$ cat config.mk
export PLATFORM = sky130hd
export DESIGN_NAME = pipe_io_responder
export DESIGN_NICKNAME = d
export VERILOG_FILES = /design/src/rtl/pipe_io_responder.sv
export SDC_FILE = /design/constraint.sdc
export NUM_CORES = 1
export LEC_CHECK = 0
export BUFFER_PORTS_ARGS = -buffer_cell sky130_fd_sc_hd__buf_2
export CAP_MARGIN = 20
export CELL_PAD_IN_SITES_DETAIL_PLACEMENT = 0
export CELL_PAD_IN_SITES_GLOBAL_PLACEMENT = 1
export CORE_ASPECT_RATIO = 1.1
export CORE_MARGIN = 2
export CORE_UTILIZATION = 44
export CTS_CLUSTER_DIAMETER = 60
export DETAILED_ROUTE_END_ITERATION = 10
export PLACE_DENSITY = 0.85
export SETUP_SLACK_MARGIN = 0.3
export SYNTH_ARGS = -nofsm -noshare
export SYNTH_HDL_FRONTEND = slang
export SYNTH_SLANG_ARGS = --single-unit
$ cat constraint.sdc
create_clock -name clock -period 4.7 [get_ports clock]
set_clock_uncertainty 0.05 [all_clocks]
set_input_delay 0.47 -clock clock [delete_from_list [all_inputs] [get_ports clock]]
set_output_delay 0.47 -clock clock [all_outputs]
set_load 0.01 [all_outputs]
$ cat src/rtl/pipe_io_responder.sv
// Memory-mapped board I/O responder on the MEM-stage data bus (256-byte window at IO_BASE).
// Optional macro HEX_DECODE_EN: hex digits held as nibbles and decoded to segments internally.
module pipe_io_responder #(
    parameter logic [31:0] IO_BASE         = 32'hFFFF_FF00,
    parameter int          DEBOUNCE_CYCLES = 50000
) (
    input  logic        clock,
    input  logic        reset,
    input  logic [31:0] addr,
    input  logic [31:0] wdata,
    input  logic        we,
    input  logic        re,
    output logic [31:0] rdata,
    output logic        hit,
    input  logic [9:0]  sw,
    input  logic [2:0]  key,
    output logic [9:0]  led,
    output logic [6:0]  hex0,
    output logic [6:0]  hex1,
    output logic [6:0]  hex2,
    output logic [6:0]  hex3,
    output logic [6:0]  hex4,
    output logic [6:0]  hex5
);

    localparam int            CW       = $clog2(DEBOUNCE_CYCLES);
    localparam logic [CW-1:0] CNT_LAST = CW'(DEBOUNCE_CYCLES - 1);

    localparam logic [5:0] R_SW     = 6'd0;
    localparam logic [5:0] R_KEYLVL = 6'd1;
    localparam logic [5:0] R_KEYEDG = 6'd2;
    localparam logic [5:0] R_LED    = 6'd3;
    localparam logic [5:0] R_HEXLO  = 6'd4;
    localparam logic [5:0] R_HEXHI  = 6'd5;
    localparam logic [5:0] R_CYCLE  = 6'd6;

    logic [5:0]  reg_sel;
    logic        wr_en;
    logic        rd_en;
    logic        unused_addr_lsb;

    logic [9:0]  sw_meta_q, sw_sync_q;
    logic [2:0]  key_meta_q, key_sync_q;
    logic [2:0]  key_db_q, key_db_d;
    logic [2:0][CW-1:0] cnt_q, cnt_d;
    logic [2:0]  press;
    logic [2:0]  edg_clr;
    logic [2:0]  edg_q, edg_d;
    logic [9:0]  led_q, led_d;
    logic [31:0] cyc_q, cyc_d;
    logic [31:0] hexlo_rd, hexhi_rd;

    assign hit             = (addr[31:8] == IO_BASE[31:8]);
    assign reg_sel         = addr[7:2];
    assign wr_en           = we & hit;
    assign rd_en           = re & hit;
    assign unused_addr_lsb = ^addr[1:0];
    assign led             = led_q;

    // Debounce: key_db is 1 = pressed, so the stable raw level is ~key_db.
    always_comb begin
        key_db_d = key_db_q;
        cnt_d    = cnt_q;
        for (int i = 0; i < 3; i++) begin
            if (key_sync_q[i] == ~key_db_q[i]) begin
                cnt_d[i] = '0;
            end else if (cnt_q[i] == CNT_LAST) begin
                key_db_d[i] = ~key_sync_q[i];
                cnt_d[i]    = '0;
            end else begin
                cnt_d[i] = cnt_q[i] + 1'b1;
            end
        end
    end

    assign press = key_db_d & ~key_db_q;

    always_comb begin
        edg_clr = '0;
        if (rd_en && reg_sel == R_KEYEDG) edg_clr = 3'b111;
        if (wr_en && reg_sel == R_KEYEDG) edg_clr = edg_clr | wdata[2:0];
        edg_d = (edg_q & ~edg_clr) | press;
        led_d = (wr_en && reg_sel == R_LED) ? wdata[9:0] : led_q;
        cyc_d = (wr_en && reg_sel == R_CYCLE) ? wdata + 32'd1 : cyc_q + 32'd1;
    end

`ifdef HEX_DECODE_EN
    logic [23:0] nib_q, nib_d;
    logic        hexv_q, hexv_d;

    function automatic logic [6:0] seg_font(input logic [3:0] n);
        case (n)
            4'h0: seg_font = 7'h40;  4'h1: seg_font = 7'h79;
            4'h2: seg_font = 7'h24;  4'h3: seg_font = 7'h30;
            4'h4: seg_font = 7'h19;  4'h5: seg_font = 7'h12;
            4'h6: seg_font = 7'h02;  4'h7: seg_font = 7'h78;
            4'h8: seg_font = 7'h00;  4'h9: seg_font = 7'h10;
            4'hA: seg_font = 7'h08;  4'hB: seg_font = 7'h03;
            4'hC: seg_font = 7'h46;  4'hD: seg_font = 7'h21;
            4'hE: seg_font = 7'h06;  default: seg_font = 7'h0E;
        endcase
    endfunction

    always_comb begin
        nib_d  = nib_q;
        hexv_d = hexv_q;
        if (wr_en && reg_sel == R_HEXLO) begin
            nib_d  = wdata[23:0];
            hexv_d = 1'b1;
        end
    end

    // Displays stay blank until the first HEXLO write after reset.
    assign hex0     = hexv_q ? seg_font(nib_q[3:0])   : 7'h7F;
    assign hex1     = hexv_q ? seg_font(nib_q[7:4])   : 7'h7F;
    assign hex2     = hexv_q ? seg_font(nib_q[11:8])  : 7'h7F;
    assign hex3     = hexv_q ? seg_font(nib_q[15:12]) : 7'h7F;
    assign hex4     = hexv_q ? seg_font(nib_q[19:16]) : 7'h7F;
    assign hex5     = hexv_q ? seg_font(nib_q[23:20]) : 7'h7F;
    assign hexlo_rd = {8'b0, nib_q};
    assign hexhi_rd = '0;

    always_ff @(posedge clock) begin
        if (reset) begin
            nib_q  <= '0;
            hexv_q <= 1'b0;
        end else begin
            nib_q  <= nib_d;
            hexv_q <= hexv_d;
        end
    end
`else
    logic [5:0][6:0] hex_q, hex_d;

    always_comb begin
        hex_d = hex_q;
        if (wr_en && reg_sel == R_HEXLO) begin
            hex_d[0] = wdata[6:0];
            hex_d[1] = wdata[14:8];
            hex_d[2] = wdata[22:16];
            hex_d[3] = wdata[30:24];
        end
        if (wr_en && reg_sel == R_HEXHI) begin
            hex_d[4] = wdata[6:0];
            hex_d[5] = wdata[14:8];
        end
    end

    assign hex0     = hex_q[0];
    assign hex1     = hex_q[1];
    assign hex2     = hex_q[2];
    assign hex3     = hex_q[3];
    assign hex4     = hex_q[4];
    assign hex5     = hex_q[5];
    assign hexlo_rd = {1'b0, hex_q[3], 1'b0, hex_q[2], 1'b0, hex_q[1], 1'b0, hex_q[0]};
    assign hexhi_rd = {16'b0, 1'b0, hex_q[5], 1'b0, hex_q[4]};

    always_ff @(posedge clock) begin
        if (reset) hex_q <= {6{7'h7F}};
        else       hex_q <= hex_d;
    end
`endif

    always_comb begin
        rdata = '0;
        if (hit) begin
            case (reg_sel)
                R_SW:     rdata = {22'b0, sw_sync_q};
                R_KEYLVL: rdata = {29'b0, key_db_q};
                R_KEYEDG: rdata = {29'b0, edg_q};
                R_LED:    rdata = {22'b0, led_q};
                R_HEXLO:  rdata = hexlo_rd;
                R_HEXHI:  rdata = hexhi_rd;
                R_CYCLE:  rdata = cyc_q;
                default:  rdata = '0;
            endcase
        end
    end

    always_ff @(posedge clock) begin
        if (reset) begin
            sw_meta_q  <= '0;
            sw_sync_q  <= '0;
            key_meta_q <= 3'b111;
            key_sync_q <= 3'b111;
            key_db_q   <= '0;
            cnt_q      <= '0;
            edg_q      <= '0;
            led_q      <= '0;
            cyc_q      <= '0;
        end else begin
            sw_meta_q  <= sw;
            sw_sync_q  <= sw_meta_q;
            key_meta_q <= key;
            key_sync_q <= key_meta_q;
            key_db_q   <= key_db_d;
            cnt_q      <= cnt_d;
            edg_q      <= edg_d;
            led_q      <= led_d;
            cyc_q      <= cyc_d;
        end
    end

endmodule

==> impl_metrics.toml <==
[run_status]
status = "complete, no violations"

[global_routing]
grt_max_degree = 47
antenna_found_initial = 0
overflow = 0
track_usage_pct = 21.9
grt_pass1_vias = 6684
grt_pass1_wl_mm = 33.4

[final_layout]
nets = 1179
num_antenna_cells = 0
fin_util_pct = 53.7
drive_above_1_share_pct = 20.5
fin_cells = 1344
areaGrowthSynthToFinish_pct = 20.0
num-fill-cells = 1779

[setup_path]
cp_cell_sequence = "buf_2 -> nor2b_1 -> and3_1 -> and4_1 -> nand2_1 -> nand2_1 -> ha_1 -> nand4_1 -> nor4_1 -> nand2_1 -> xnor2_1 -> nor2_1 -> a211oi_1"
cpLargestDelayFamily = "simple AND/OR/NAND/NOR gates"
crit_required_ns = 4.99
r2r_slack_ns = 2.26
arrival_ns = 3.79
end_kind = "flip-flop"
crit_path_top_delay_cell = "nor4_1"
crit_path_max_fanout = 15
criticalPathCategory = "input port to flip-flop"
start_kind = "input port"
path_common_cell = "nand2_1"
worst-path-buf-inv = 1
cp_slowest_stage_delay_ns = 0.72

[synth]
synth_edf_count = 0
synth_most_common_cell = "dfxtp_1"
synthArstFlopShare_pct = 0
yosys_warnings = 0
netlist_instances = 949
synth_ff_type = "dfxtp_1"
synth-seq-area-share_pct = 41.7
avgSynthCellArea_um2 = 8.31
synth_top_area_share_pct = 41.7
yosys.cell_types.count = 46
synth_top_cell_by_area = "dfxtp_1"
synthesis.nets = 1035
synth_area_leaders = "dfxtp_1 (42%), nand2_1 (6.3%), nor2_1 (6.1%)"
synth.top_cells.by_count = "dfxtp_1 (164), nand2_1 (133), nor2_1 (128)"
synth.ff_latch_count = 164
syn-cell-area_um2 = 7880

[place]
gp_congestion = 0.815
portBuffers = 163
dp_hpwl_mm = 14.9
placed_cells = 1311

[die]
die_y_um = 144
initial_core_util_pct = 44.8
die_x_um = 132
io_pins = 166
core_um2 = 17600
num_rows = 51
dieArea_um2 = 19000

[cts]
post_cts_buffers = 0
cts.repair.resized = 0
cts_inserted_buffers = 17
insertion_delay_ns = 0.43
tritoncts = "yes"
clkSinkCount = 164
cts-root-buf = "clkbuf_16"
htree_levels = 4
path_clk_slew_ns = 0.06
holdBufCountCts = 0
clockBufferDepth = 2

[detailed_routing]
routed_wirelength_mm = 20.7
viasPerCell = 5.30
post-route-drc-count = 0
initialDrtViolationCount = 437
vias = 7123
ant_nets = 0
drt-wirelength-per-cell_um = 15.4
first_pass_iters = 5

[sta]
worstMarginPinSlew_ns = 0.879
period_share_pct = 74.5
rsz0062_at_grt = "false"
period_minus_slack_ns = 3.50
setup_tns_ns = 0
relSlewSlack_pct = 41.3
finalSetupViolCount = 0
slew_violations = 0
hold_violations = 0
fmaxAchievable_mhz = 286

[flow_run]
cap_violations = 0

[power]
irDropWorstVdd_uv = 247
p_leak_uw = 0.00380
p_per_area_nw_per_um2 = 311
power_uw = 2940

[hold_path]
hp-class = "input port to flip-flop"
==> per-layer routing <==
layer  global-route usage, %  up-vias  share of wire [%]
met5                       0        -                  0
li1                        -     3606                  -
met1                    28.7     3308                 47
met3                    5.61       20                6.4
met2                    36.0      189                 46
met4                    6.06        0                1.3
==> report_power, final <==
part | leakage, uW | internal (uW) | switching [uW] | total [uW]
clock network | 0.000277 | 805 | 592 | 1400
registers | 0.00133 | 1400 | 6.56 | 1410
logic | 0.00219 | 51.7 | 82.7 | 134
total | 0.00380 | 2260 | 682 | 2940
==> metrics by stage <==
| stage | area (um2) | setup slack (ns) | hold WS [ns] |
|---|---|---|---|
| CTS | 9450 | 1.24 | 0.154 |
| floorplan | 7880 | 1.63 | 0.339 |
| global route | 9460 | 0.913 | 0.160 |
| global placement | 8860 | 0.834 | 0.346 |
| detailed placement | 8860 | 0.809 | 0.346 |
| finish | 9460 | 1.20 | 0.173 |
==> cells in the final DEF, fill, tap and decap left out, types with 3 or more instances in the layout <==
cell,netlist,final
a222oi_1,7,7
o211ai_1,4,4
xor2_1,43,43
a211oi_1,22,22
a21oi_1,33,33
clkinvlp_4,0,4
clkbuf_16,0,17
nand3_1,63,63
nand2_1,133,133
ha_1,5,5
or2_2,7,7
a22oi_1,24,24
nor2_1,128,128
buf_4,3,10
or3_1,13,13
o21ai_0,14,14
xnor2_1,43,43
and4_1,6,6
nand4_1,35,35
and3_1,24,24
nor3_1,16,15
inv_6,0,3
buf_2,17,164
inv_1,12,12
nor2b_1,24,24
clkinv_4,0,4
nor4_1,10,10
dfxtp_1,164,164
mux2i_1,39,39
and2_1,3,3
nor4_2,4,4
==> registers in the layout (all words and copies together) (netlist names) <==
name / cells
hex4: 7
cnt_q: 48
cyc_q: 32
key_db_q: 3
hex1: 7
key_meta_q: 3
led: 10
edg_q: 3
key_sync_q: 3
sw_sync_q: 10
hex3: 7
hex0: 7
sw_meta_q: 10
hex2: 7
hex5: 7
==> kinds of logic after synthesis <==
| logic type | synth area share, % |
|---|---|
| DFF | 41.7 |
| AOI/OAI and AO/OA | 9.30 |
| adders and majority gates | 0.794 |
| muxes | 5.38 |
| buffers and inverters | 3.40 |
| and+or+nand+nor | 29.9 |
| xor gates and xnor gates | 9.56 |
==> area by class of cell <==
class                      count  area [um2]  share of cell area [%]
clock inverter                13         151                    1.60
tap                          238         298                    3.15
multi-input combinational    723        4340                    45.9
inverter                      13        48.8                   0.516
sequential                   164        3280                    34.7
timing repair buffer         174         896                    9.47
clock buffer                  19         443                    4.68
==> path summary, 6_finish.rpt <==
kind,cells after the start,to,from
worst min register to register,1,key_sync_q[0],key_meta_q[0]
worst max-delay path,13,cyc_q[18],addr[3]
worst min-delay path,2,key_meta_q[2],key[2]
worst max register to register,9,cyc_q[18],cyc_q[0]
No activity file was read; power rests on OpenSTA's default activity.
